[src/rtl/sdr_reply_pkg.sv]
// Shared types for the reply scheduler that owns the Ethernet reply transmitter.
// One-hot state encoding and reply type indices.
package sdr_reply_pkg;

  typedef enum logic [4:0] {
    S_IDLE  = 5'b00001,
    S_GRANT = 5'b00010,
    S_SEND  = 5'b00100,
    S_ACK   = 5'b01000,
    S_GAP   = 5'b10000
  } state_t;

  localparam int I_IDLE  = 0;
  localparam int I_GRANT = 1;
  localparam int I_SEND  = 2;
  localparam int I_ACK   = 3;
  localparam int I_GAP   = 4;

  localparam int RT_DISCOVERY  = 0;
  localparam int RT_ERASE_DONE = 1;
  localparam int RT_PROG_ACK   = 2;

endpackage

[src/rtl/sdr_reply_scheduler_rr_arbiter.sv]
// Combinational round-robin picker: lowest index at or after
// rr_ptr (wrapping) with its request high wins.
module rr_arbiter #(
  parameter int NUM_REQ = 3
) (
  input  logic [NUM_REQ-1:0]         req,
  input  logic [$clog2(NUM_REQ)-1:0] rr_ptr,
  output logic [$clog2(NUM_REQ)-1:0] winner,
  output logic                       valid
);

  localparam int PW = $clog2(NUM_REQ);

  int            k;
  logic [PW-1:0] idx;

  always_comb begin
    winner = '0;
    valid  = 1'b0;
    k      = 0;
    idx    = '0;
    for (int i = 0; i < NUM_REQ; i++) begin
      k = int'(rr_ptr) + i;
      if (k >= NUM_REQ) k = k - NUM_REQ;
      idx = PW'(k);
      if (!valid && req[idx]) begin
        valid  = 1'b1;
        winner = idx;
      end
    end
  end

endmodule

[src/rtl/sdr_reply_scheduler.sv]
// Shares the single reply transmitter between the protocol-control
// requesters; round-robin grant, timeout on stuck handshakes, idle gap.
module sdr_reply_scheduler
  import sdr_reply_pkg::*;
#(
  parameter int NUM_REQ    = 3,
  parameter int TIMEOUT_W  = 27,
  parameter int GAP_CYCLES = 16
) (
  input  logic                       rx_clock,
  input  logic                       reset_n,
  input  logic [NUM_REQ-1:0]         req,
  output logic [NUM_REQ-1:0]         ack,
  output logic                       reply_start,
  output logic [$clog2(NUM_REQ)-1:0] reply_type,
  input  logic                       tx_accept,
  input  logic                       tx_busy,
  output logic                       timeout_err,
  output logic                       sched_busy
);

  localparam int TW = $clog2(NUM_REQ);
  localparam int GW = $clog2(GAP_CYCLES + 1);

  state_t               state;
  state_t               state_nxt;
  logic [TIMEOUT_W-1:0] to_cnt;
  logic [GW-1:0]        gap_cnt;
  logic [TW-1:0]        type_q;
  logic [TW-1:0]        rr_ptr;
  logic                 err_q;

  logic [TW-1:0] arb_winner;
  logic          arb_valid;
  logic          grant;
  logic          accept;
  logic          set_err;
  logic          to_wrap;
  logic          gap_done;

  rr_arbiter #(
    .NUM_REQ(NUM_REQ)
  ) u_arb (
    .req   (req),
    .rr_ptr(rr_ptr),
    .winner(arb_winner),
    .valid (arb_valid)
  );

  assign to_wrap  = &to_cnt;
  assign gap_done = (gap_cnt == GW'(GAP_CYCLES - 1));

  always_comb begin
    state_nxt = state;
    grant     = 1'b0;
    accept    = 1'b0;
    set_err   = 1'b0;
    unique case (1'b1)
      state[I_IDLE]: begin
        if (arb_valid && !tx_busy) begin
          grant     = 1'b1;
          state_nxt = S_GRANT;
        end
      end
      state[I_GRANT]: begin
        if (tx_accept) begin
          accept    = 1'b1;
          state_nxt = S_SEND;
        end else if (to_wrap) begin
          set_err   = 1'b1;
          state_nxt = S_ACK;
        end
      end
      state[I_SEND]: begin
        // first SEND cycle is skipped: tx_busy may lag the accept
        if (to_cnt != '0 && !tx_busy) begin
          state_nxt = S_ACK;
        end else if (to_wrap) begin
          set_err   = 1'b1;
          state_nxt = S_ACK;
        end
      end
      state[I_ACK]: begin
        state_nxt = S_GAP;
      end
      state[I_GAP]: begin
        if (gap_done) state_nxt = S_IDLE;
      end
      default: begin
        state_nxt = S_IDLE;
      end
    endcase
  end

  always_ff @(posedge rx_clock or negedge reset_n) begin
    if (!reset_n) begin
      state <= S_IDLE;
    end else begin
      state <= state_nxt;
    end
  end

  always_ff @(posedge rx_clock or negedge reset_n) begin
    if (!reset_n) begin
      to_cnt <= '0;
    end else if (grant || accept) begin
      to_cnt <= '0;
    end else if (state[I_GRANT] || state[I_SEND]) begin
      to_cnt <= to_cnt + 1'b1;
    end
  end

  always_ff @(posedge rx_clock or negedge reset_n) begin
    if (!reset_n) begin
      gap_cnt <= '0;
    end else if (state[I_ACK]) begin
      gap_cnt <= '0;
    end else if (state[I_GAP]) begin
      gap_cnt <= gap_cnt + 1'b1;
    end
  end

  always_ff @(posedge rx_clock or negedge reset_n) begin
    if (!reset_n) begin
      type_q <= '0;
      err_q  <= 1'b0;
    end else if (grant) begin
      type_q <= arb_winner;
      err_q  <= 1'b0;
    end else if (set_err) begin
      err_q  <= 1'b1;
    end
  end

  always_ff @(posedge rx_clock or negedge reset_n) begin
    if (!reset_n) begin
      rr_ptr <= '0;
    end else if (state[I_ACK]) begin
      rr_ptr <= (type_q == TW'(NUM_REQ - 1)) ? '0 : type_q + 1'b1;
    end
  end

  always_comb begin
    ack = '0;
    if (state[I_ACK]) ack[type_q] = 1'b1;
  end

  assign reply_start = state[I_GRANT];
  assign reply_type  = type_q;
  assign timeout_err = state[I_ACK] & err_q;
  assign sched_busy  = !state[I_IDLE];

endmodule

[config.mk]
export PLATFORM = sky130hd
export DESIGN_NAME = sdr_reply_scheduler
export DESIGN_NICKNAME = d
export VERILOG_FILES = /design/src/rtl/sdr_reply_pkg.sv /design/src/rtl/sdr_reply_scheduler_rr_arbiter.sv /design/src/rtl/sdr_reply_scheduler.sv
export SDC_FILE = /design/constraint.sdc
export NUM_CORES = 1
export LEC_CHECK = 0
export CAP_MARGIN = 25
export CORE_MARGIN = 3
export CORE_UTILIZATION = 29
export DETAILED_ROUTE_END_ITERATION = 8
export PLACE_DENSITY = 0.51
export SLEW_MARGIN = 20
export SYNTH_ARGS = -nofsm -noshare
export SYNTH_HDL_FRONTEND = slang
export SYNTH_HIERARCHICAL = 1
export SYNTH_SLANG_ARGS = --single-unit
[constraint.sdc]
create_clock -name rx_clock -period 6.6 [get_ports rx_clock]
set_input_delay 0.99 -clock rx_clock [delete_from_list [all_inputs] [get_ports rx_clock]]
set_output_delay 0.99 -clock rx_clock [all_outputs]
set_load 0.05 [all_outputs]
# After elaboration in Yosys (flattened, before gate mapping)
# Cells that the tools add are included.
[classes]
bitwise = 1
eq_ne = 2
n_reduce_logical = 16
addsub = 8
muxes = 40
n_lt_le_gt_ge = 8
[op_table]
columns = ["operator", "count"]
rows = [
  ["27-bit 2-to-1 mux", 2],
  ["27-bit by 1-bit adder with 27-bit output, second input constant", 1],
  ["27-bit AND reduction", 1],
  ["27-bit nonzero test", 1],
  ["5-bit case mux with 5 select lines", 1],
  ["1-bit 2-to-1 mux", 16],
  ["2-bit 2-to-1 mux", 8],
  ["4-bit 2-to-1 mux", 4],
  ["5-bit 2-to-1 mux", 3],
  ["2-bit by 3-bit < comparator with 1-bit output, second input constant", 4],
  ["1-bit binary-select mux with 2-bit select", 3],
  ["3-bit by 2-bit >= comparator with 1-bit output, second input constant", 2],
  ["2-bit nonzero test", 3],
  ["5-bit by 1-bit adder with 5-bit output, second input constant", 1],
  ["5-bit by 4-bit == test with 1-bit output, second input constant", 1],
  ["1-bit logical AND", 5],
  ["1-bit zero test", 4],
  ["2-bit by 1-bit subtractor with 2-bit output, second input constant", 2],
  ["2-bit by 1-bit adder with 3-bit output, second input constant", 1],
  ["2-bit by 2-bit adder with 3-bit output, second input constant", 1],
  ["3-bit 2-to-1 mux", 1],
  ["2-bit by 1-bit adder with 2-bit output, second input constant", 1],
  ["1-bit demux with 2-bit select", 1],
  ["2-bit == test, second input constant", 1],
  ["other kinds (6)", 7],
]
[totals]
regBits = 42
out_inout_bits = 8
inputBits = 7
elab_cells = 81

# Depth between registers and ports, before layout
# Gate-level depths: netlist of run 1.
[depth]
depth_word = 16
depth_mapped = 10
depth_no_buf = 9

# Modules after synthesis
# Netlist of run 1, hierarchy kept.
[by_module_without_submodules]
columns = ["mod", "cells_each", "instances", "area_each_um2", "seq_area_each_um2"]
rows = [
  ["sdr_reply_scheduler", 243, 1, 2252.2, 1052.3],
  ["rr_arbiter", 26, 1, 200.2, 0.0],
]

# Least setup slack after synthesis of run 1
# OpenSTA, ideal clock, no wires.
[synth_path]
path_type = "reg2out"
startpoint = "register type_q[0], in the netlist reply_type[0]"
endpoint = "output port ack[1]"
t_arrival_ps = 1932
required_ps = 5610
path_slack_ps = 3678
path_buffers = 0
path_stages_with_launch = 2
cell_sequence = "dfrtp_1 nor3b_1"
[synth_between]
elab_chain_cells = 5
word_cells_on_any_way = 6
cone_classes = "order compare: 2; mux: 3; reduce/logical: 1"
[synth_lines]
columns = ["element", "line_no", "text"]
rows = [
  ["from (decl)", "sdr_reply_scheduler.sv:29", "logic [TW-1:0] type_q;"],
  ["from (signal assigned)", "sdr_reply_scheduler.sv:128", "type_q <= arb_winner;"],
  ["2-bit by 3-bit < comparator with 1-bit output (implied by the code) / 2-bit by 1-bit >= comparator with 1-bit output (equally long branches)", "sdr_reply_scheduler.sv:145", "if (state[I_ACK]) ack[type_q] = 1'b1;"],
  ["1-bit logical AND (implied by the code)", "sdr_reply_scheduler.sv:145", ""],
  ["1-bit 2-to-1 mux (implied by the code)", "sdr_reply_scheduler.sv:145", ""],
  ["1-bit demux with 2-bit select *", "sdr_reply_scheduler.sv:145", ""],
  ["3-bit 2-to-1 mux *", "sdr_reply_scheduler.sv:145", ""],
  ["to (decl)", "sdr_reply_scheduler.sv:13", "output logic [NUM_REQ-1:0] ack,"],
]
# Every way passes the cells marked *; elsewhere a longest branch is shown, timed or not.

# Worst setup path after layout of run 1
[layout_path]
startpoint = "input port req[2]"
endpoint = "register to_cnt[23]"
[layout_between]
elab_chain_cells = 14
word_cells_on_any_way = 19
cone_classes = "mux: 12; reduce/logical: 7"
[layout_lines]
columns = ["element", "line_no", "text"]
rows = [
  ["from (decl)", "sdr_reply_scheduler.sv:12", "input logic [NUM_REQ-1:0] req,"],
  ["1-bit binary-select mux with 2-bit select", "sdr_reply_scheduler_rr_arbiter.sv:26", "if (!valid && req[idx]) begin"],
  ["1-bit 2-to-1 mux (implied by the code)", "sdr_reply_scheduler_rr_arbiter.sv:26", ""],
  ["1-bit 2-to-1 mux", "sdr_reply_scheduler_rr_arbiter.sv:26", ""],
  ["1-bit zero test", "sdr_reply_scheduler_rr_arbiter.sv:26", ""],
  ["1-bit logical AND", "sdr_reply_scheduler_rr_arbiter.sv:26", ""],
  ["1-bit 2-to-1 mux", "sdr_reply_scheduler_rr_arbiter.sv:26", ""],
  ["1-bit zero test", "sdr_reply_scheduler_rr_arbiter.sv:26", ""],
  ["1-bit logical AND", "sdr_reply_scheduler_rr_arbiter.sv:26", ""],
  ["1-bit 2-to-1 mux *", "sdr_reply_scheduler_rr_arbiter.sv:26", ""],
  ["named net arb_valid", "sdr_reply_scheduler.sv:34", "logic arb_valid;"],
  ["1-bit logical AND *", "sdr_reply_scheduler.sv:60", "if (arb_valid && !tx_busy) begin"],
  ["1-bit 2-to-1 mux *", "sdr_reply_scheduler.sv:60", ""],
  ["1-bit 2-to-1 mux *", "sdr_reply_scheduler.sv:58", "unique case (1'b1)"],
  ["1-bit logical OR *", "sdr_reply_scheduler.sv:106", "end else if (grant || accept) begin"],
  ["27-bit 2-to-1 mux / 2-bit nonzero test (equally long branches)", "-", ""],
  ["to (signal assigned)", "sdr_reply_scheduler.sv:109", "to_cnt <= to_cnt + 1'b1;"],
  ["to (decl)", "sdr_reply_scheduler.sv:27", "logic [TIMEOUT_W-1:0] to_cnt;"],
]
# The timed path passes the listed nets; every way through them passes the cells marked *. The select of a mux whose other input is x is not followed.
# A chain may end at the register's enable or synchronous reset.

==> key figures, run 1 <==
Routing
  • WL final: 5.611 mm
  • Vias: 2039
  • Average wire per standard cell: 14.57 um
  • First-pass detailed-route iteration total: 4
  • Drc violations: 0
  • 1st-iter DRT viols: 161
  • Number of routed nets with antenna violations: 0
  • Vias per cell: about 5.3

Global routing
  • First-pass GRT wire length: 9.666 mm
  • Global Route Usage Sum: 0.1213
  • Gr ovfl total: 0
  • Vias in the first global route: 1913
  • Initial antenna violation count: 0
  • Pin count of the biggest net entering global routing: 43

Power and ir drop
  • Lkg Pwr: around 0.0012 uW
  • PwrDens: 332.3 nW/um2
  • Peak VDD IR: approximately 170 uV

Critical path
  • Worst reg2reg path startpoint: rr_ptr[0]$_DFFE_PN0P_
  • Startpoint Class: input pin
  • Worst Path Required: ~6800 ps
  • Worst R2R Setup Slack: between 3000 and 4000 ps
  • Reg-to-Reg End: to_cnt[23]$_DFFE_PN0P_
  • Crit path kind: in -> reg
  • CP endpoint kind: flop
  • Critical Path AT: between 3000 and 4000 ps
  • R2R depth: 8
  • CP Max Fanout: 18

Yosys
  • Top cell type's share of synthesized area: 0.4184
  • Proportion of synthesized chip area in sequential cells: 0.4291
  • Synth Area per Inst: about 9.1 um2
  • Syn nets: around 280
  • Mux share of post-synthesis cell area: 0.04490
  • Main combinational cell family by area after synthesis: simple AND/OR/NAND/NOR gates
  • Post-synthesis adder-cell area fraction: 0.03571
  • Top area cells in the synthesized netlist: dfrtp_1 42%, mux2i_1 4.5%, ha_1 3.6%
  • Mapped Area: between 2000 and 2500 um2
  • Yosys warns: 6
  • Synth Area in Compound Gates: 0.1556
  • Async S/R FF share, synth: 1.000
  • Number of synthesized flops with an enable pin: 0
  • Ys flop type: dfrtp_1
  • Synth Area in Simple Gates: 0.2617
  • Post-Synth XOR/XNOR Area: 0.03571
  • Post-synthesis cell type count: 43
  • Register bit total from synthesis: 42
  • Syn Inst Count: 269
  • Post-synth top area cell: dfrtp_1

Timing
  • Final period util: 0.5360
  • Max Freq: around 280 MHz
  • Fin Setup TNS: 0 ps
  • Fin Hold WS: 491.3 ps
  • Max-slew violations: 0
  • Tmin final: 3538 ps
  • Final setup viols: 0
  • RSZ-0062 raised after global routing: no
  • Clock Skews: between 3 and 4 ps
  • Relative slew margins: 0.5621
  • Least-Margin Pin Slew: about 650 ps
  • Final Hold Viols: 0

Final layout
  • Final cell count without fillers: roughly 390
  • Final #Nets: between 200 and 300
  • Area Growth Syn to Fin: 13.78%
  • Fin util: 0.3502
  • ANT cells: 0
  • # fillers: about 790
  • Layout cell share with drive strength beyond 1: 0.05654

Clock tree
  • Longest Clk Path Bufs: 2
  • Num CTS Buffers: 5
  • Worst-path clk slew: about 90 ps
  • Post-CTS Hold Fix Bufs: 0
  • CTS Sinks: between 40 and 50
  • TritonCTS clock tree: done
  • CTS H-tree depth: 2
  • Clock Latency Late Sink: 300 ps
  • Post-CTS Setup Inserts: 0
  • Post-CTS Resized: 0
  • Root Driver: clkbuf_8

Worst hold path
  • HP Class: reg -> reg
  • Min-Delay Path Depth: 2
  • Hold_sp: err_q$_DFFE_PN0P_
  • Worst Hold Endpoint: err_q$_DFFE_PN0P_

Floorplanning
  • Ports: 15
  • Core footprint: approximately 8000 um2
  • Die area: roughly 9600 um2
  • Row cnt: 32
  • Die H: a little under 100 um
  • Floorplan die width: 97.96 um
  • Starting Density: 0.3078

Run
  • MaxCap Viol Count: 0

Placed design
  • Detail Placement HPWL: 3.947 mm
  • RePlAce Congestion: around 0.82
  • Placed cells: 376
  • Port bufs: 14

Outcome
  • Status: complete, no violations
critical path: stages:
cell             delay, ps
clkdlybuf4s50_1        550
mux2i_1                100
mux2i_1                340
or3_2                  220
nand3b_1               340
a211o_1                570
or4_1                  520
a21oi_1                140
power breakdown:
part           switching (uW)  leakage, uW  total (uW)  internal [uW]
Combinational             219     0.000557         379            160
Sequential               66.6     0.000559         377            310
Clock                    97.3    0.0000441         172           74.4
Total                     383      0.00116         927            544
sequential cells by signal (all words and copies together) (netlist names):
register and flops:
gap_cnt 5, reply_type 2, rr_ptr 2, err_q 1, to_cnt 27, state 5
stage by stage:
stage | setup slack (ps) | power [uW] | area [um2]
2_1_floorplan | 3678 | 660.8 | 2452
3_3_place_gp | 2829 | 755.3 | 2680
3_5_place_dp | 2775 | 761.6 | 2680
4_1_cts | 3105 | 937.5 | 2770
5_1_grt | 2908 | 1005 | 2790
6_report | 3062 | 927.2 | 2790
layout by cell type, fill, tap and decap left out, types with 2 or more instances in the layout:
| master | instances |
|---|---|
| nand4_1 | 11 |
| clkbuf_8 | 5 |
| a21o_1 | 4 |
| and4_1 | 3 |
| or4_1 | 8 |
| a21oi_1 | 16 |
| clkdlybuf4s50_1 | 13 |
| dfrtp_1 | 41 |
| nand3_1 | 11 |
| o21ai_1 | 2 |
| nand2b_1 | 2 |
| o31ai_1 | 7 |
| ha_1 | 7 |
| nor4b_1 | 2 |
| nor2b_1 | 2 |
| mux2i_1 | 11 |
| and3_1 | 2 |
| o2111ai_1 | 2 |
| a211o_1 | 3 |
| or3_1 | 9 |
| nand2_1 | 19 |
| o21ai_0 | 11 |
| and2_1 | 2 |
| a211oi_1 | 8 |
| xor2_1 | 4 |
| nand3b_1 | 4 |
| xnor2_1 | 6 |
| nor3_1 | 4 |
| nor2_1 | 23 |
| nor4_1 | 7 |
| nor3b_1 | 2 |
| or2_2 | 2 |
| inv_1 | 15 |
how the worst max path moves through the flow:
stage                     cells past startpoint                endpoint                       from
after floorplan                               1                  ack[1]  reply_type[0]$_DFFE_PN0P_
after global placement                        8  to_cnt[23]$_DFFE_PN0P_                     req[2]
after detailed placement                      8  to_cnt[23]$_DFFE_PN0P_                     req[2]
after CTS                                     8  to_cnt[23]$_DFFE_PN0P_                     req[2]
after global routing                          8  to_cnt[15]$_DFFE_PN0P_                     req[2]
final                                         8  to_cnt[23]$_DFFE_PN0P_                     req[2]
cells by family after synthesis:
group                      Yosys count
and+or+nand+nor                    116
AOI/OAI and AO/OA                   59
DFF                                 42
buffers and inverters               24
muxes                               11
xor gates and xnor gates            10
adders and majority gates            7
Yosys cell counts (3+ instances only):
library cell  count
a211o_1           3
a211oi_1          8
a21o_1            4
a21oi_1          16
and4_1            3
clkbuf_1          8
dfrtp_1          41
ha_1              7
inv_1            15
mux2i_1          11
nand2_1          19
nand3_1          11
nand3b_1          4
nand4_1          11
nor2_1           23
nor3_1            4
nor4_1            7
o21ai_0          11
o31ai_1           7
or3_1             9
or4_1             8
xnor2_1           6
xor2_1            4
layout make-up:
| class | count | area, um2 | area share |
|---|---|---|---|
| Multi-Input combinational cell | 203 | 1309 | 0.4691 |
| Sequential cell | 42 | 1052 | 0.3771 |
| Timing Repair Buffer | 15 | 155.1 | 0.05561 |
| Tap cell | 102 | 127.6 | 0.04574 |
| Clock buffer | 5 | 68.82 | 0.02466 |
| Inverter | 15 | 56.30 | 0.02018 |
| Clock inverter | 3 | 21.27 | 0.007623 |
routing by layer:
metal  routed length (um)  track usage  share of wire  vias up
met2                 2340       0.1743           0.42       30
met5                    0            0              0        -
met4                   99      0.04047          0.018        0
li1                     -            -              -     1021
met3                  150      0.02357          0.027        7
met1                 3020       0.1813           0.54      981
No activity file was read; power rests on OpenSTA's default activity.
==> run 2: changes to the inputs <==
- PLACE_DENSITY: 0.51 -> 0.52
- clock period: 6.6 -> 3.1 ns (I/O delays scaled with it)
==> run 2 against run 1 <==
- first-iteration DRC count fell by 26%
- register-to-register slack worse by 3200 ps
- critical endpoint is now to_cnt[16]$_DFFE_PN0P_
- clock power rose to 2.5 times the previous value
- largest cell class unchanged
- sequential share of layout area down 0.62 points
- utilization increased by 0.58 points
- sequential power rose by 110%
- largest power group unchanged
- power is 120% higher
- die area did not move
- cell count grew 0.78%
- combinational power up 110%
- final area is 1.7% higher
- count of clock-buffer cells in the layout did not move
==> key figures, run 2 (synthesis results as in run 1) <==
Global routing
  • Initial antenna violation count: 0
  • Pin count of the biggest net entering global routing: 43
  • Gr ovfl total: 0
  • Vias in the first global route: just under 2k
  • Global Route Usage Sum: 0.1215
  • First-pass GRT wire length: 9.625 mm

Routing
  • Average wire per standard cell: 14.69 um
  • Number of routed nets with antenna violations: 0
  • WL final: approximately 5.7 mm
  • Vias per cell: 5.472
  • First-pass detailed-route iteration total: 6
  • Drc violations: 0
  • 1st-iter DRT viols: about 120
  • Vias: roughly 2.1k

Timing
  • Relative slew margins: 0.5813
  • Setup slack after layout: 274.5 ps
  • Fin Hold WS: about 97 ps
  • Max Freq: about 350 MHz
  • Least-Margin Pin Slew: 625.7 ps
  • Fin Setup TNS: 0 ps
  • RSZ-0062 raised after global routing: no
  • Clock Skews: about 6.3 ps
  • Final period util: 0.9114
  • Tmin final: about 2800 ps
  • Final Hold Viols: 0
  • Final setup viols: 0
  • Max-slew violations: 0

Critical path
  • CP bufs+invs: 2
  • Worst-path cell chain: inv_1 -> ha_1 -> mux2i_1 -> or3_2 -> nand3b_1 -> buf_4 -> a211o_1 -> or4_1 -> a21oi_1
  • CP endpoint kind: flop
  • Worst R2R Setup Slack: ~270 ps
  • Critical Path AT: around 3100 ps
  • CP startpoint: rr_ptr[0]$_DFFE_PN0P_
  • Worst reg2reg path startpoint: rr_ptr[0]$_DFFE_PN0P_
  • Crit path kind: reg -> reg
  • Worst Path Required: approximately 3300 ps
  • CP Max Fanout: 11
  • Cell family with the largest share of critical-path delay: simple AND/OR/NAND/NOR gates
  • R2R depth: 9
  • Critical-path top delay cell: dfrtp_1
  • Startpoint Class: flop
  • Reg-to-Reg End: to_cnt[16]$_DFFE_PN0P_
  • CP max stage delay: between 400 and 500 ps

Power and ir drop
  • PwrDens: just over 700 nW/um2
  • Peak VDD IR: around 350 uV
  • Overall power: 2056 uW
  • Logic pwr share: 0.396
  • Psw: just over 800 uW
  • Reg power frac: 0.393
  • Internal power: 1244 uW
  • Lkg Pwr: about 0.0012 uW
  • Clock share of power: 0.211
  • Switching Share: 0.3953

Placed design
  • Pre-CTS WS: 61.23 ps
  • Port bufs: 14
  • Detail Placement HPWL: 4.039 mm
  • Placed cells: about 380
  • RePlAce Congestion: slightly above 0.8

Final layout
  • Most common cell after layout, fill and taps aside: dfrtp_1
  • Final cell count without fillers: 388
  • Largest register FFs: 27
  • Most frequent cells in the layout: 41 x dfrtp_1, 23 x nor2_1, 19 x nand2_1
  • Biggest register: to_cnt
  • Final #Nets: between 200 and 300
  • Layout cell share with drive strength beyond 1: 0.06993
  • ANT cells: 0
  • Area Growth Syn to Fin: 15.66%
  • Biggest regs: to_cnt: 27 flops, gap_cnt: 5 flops, state: 5 flops

Clock tree
  • Root Driver: clkbuf_8
  • Post-CTS Resized: 0
  • Num CTS Buffers: 5
  • Worst-path clk slew: about 80 ps
  • Longest Clk Path Bufs: 2
  • TritonCTS clock tree: done
  • Clock Latency Late Sink: roughly 300 ps
  • CTS Sinks: 42
  • Post-CTS Setup Inserts: 0
  • CTS H-tree depth: 2
  • Post-CTS Hold Fix Bufs: 0

Floorplanning
  • Die area: 9596 um2
  • Die H: approximately 98 um
  • Starting Density: 0.3078
  • Ports: 15
  • Floorplan die width: ~100 um
  • Core footprint: 7968 um2
  • Row cnt: 32

Worst hold path
  • HP Class: in -> async

Outcome
  • Status: complete, no violations

Run
  • MaxCap Viol Count: 0
run 2: changes by cell type in the layout (fill, tap and decap cells not counted), sizes merged:
cell      delta
buf          +3
bufinv       +1
clkinvlp     -1
run 2: worst max path at each step:
stage / to / cells past startpoint
after global placement: to_cnt[20]$_DFFE_PN0P_ / 9
after global routing: to_cnt[23]$_DFFE_PN0P_ / 8
final: to_cnt[16]$_DFFE_PN0P_ / 9
after CTS: to_cnt[20]$_DFFE_PN0P_ / 9
after detailed placement: to_cnt[20]$_DFFE_PN0P_ / 9
after floorplan: to_cnt[20]$_DFFE_PN0P_ / 9
run 2: power groups by stage:
| stage | Sequential [uW] | Clock [uW] | Combinational (uW) |
|---|---|---|---|
| 3_3_place_gp | 814 | 0 | 808 |
| 2_1_floorplan | 809 | 0 | 598 |
| 5_1_grt | 826 | 471 | 905 |
| 6_report | 809 | 434 | 813 |
| 4_1_cts | 806 | 448 | 814 |
| 3_5_place_dp | 816 | 0 | 812 |
run 2: stage by stage:
step / instance area [um2] / util
CTS: 2811 / 0.3529
global placement: 2703 / 0.3392
finish: 2836 / 0.3560
global route: 2836 / 0.3560
detailed placement: 2703 / 0.3392
floorplan: 2452 / -
run 2: cell type report:
type,instances,area (um2)
Sequential cell,42,1052
Clock buffer,5,68.82
Fill cell,786,5131
Clock inverter,3,40.04
Timing Repair Buffer,18,177.7
Multi-Input combinational cell,203,1314
Tap cell,102,127.6
Inverter,15,56.30
run 2: per-layer routing:
layer  track usage  wire, um  up-vias
li1              -         -     1028
met1        0.1665      2803     1062
met2        0.1906      2659       28
met3       0.02071       149        5
met4       0.04899        86        0
met5             0         0        -
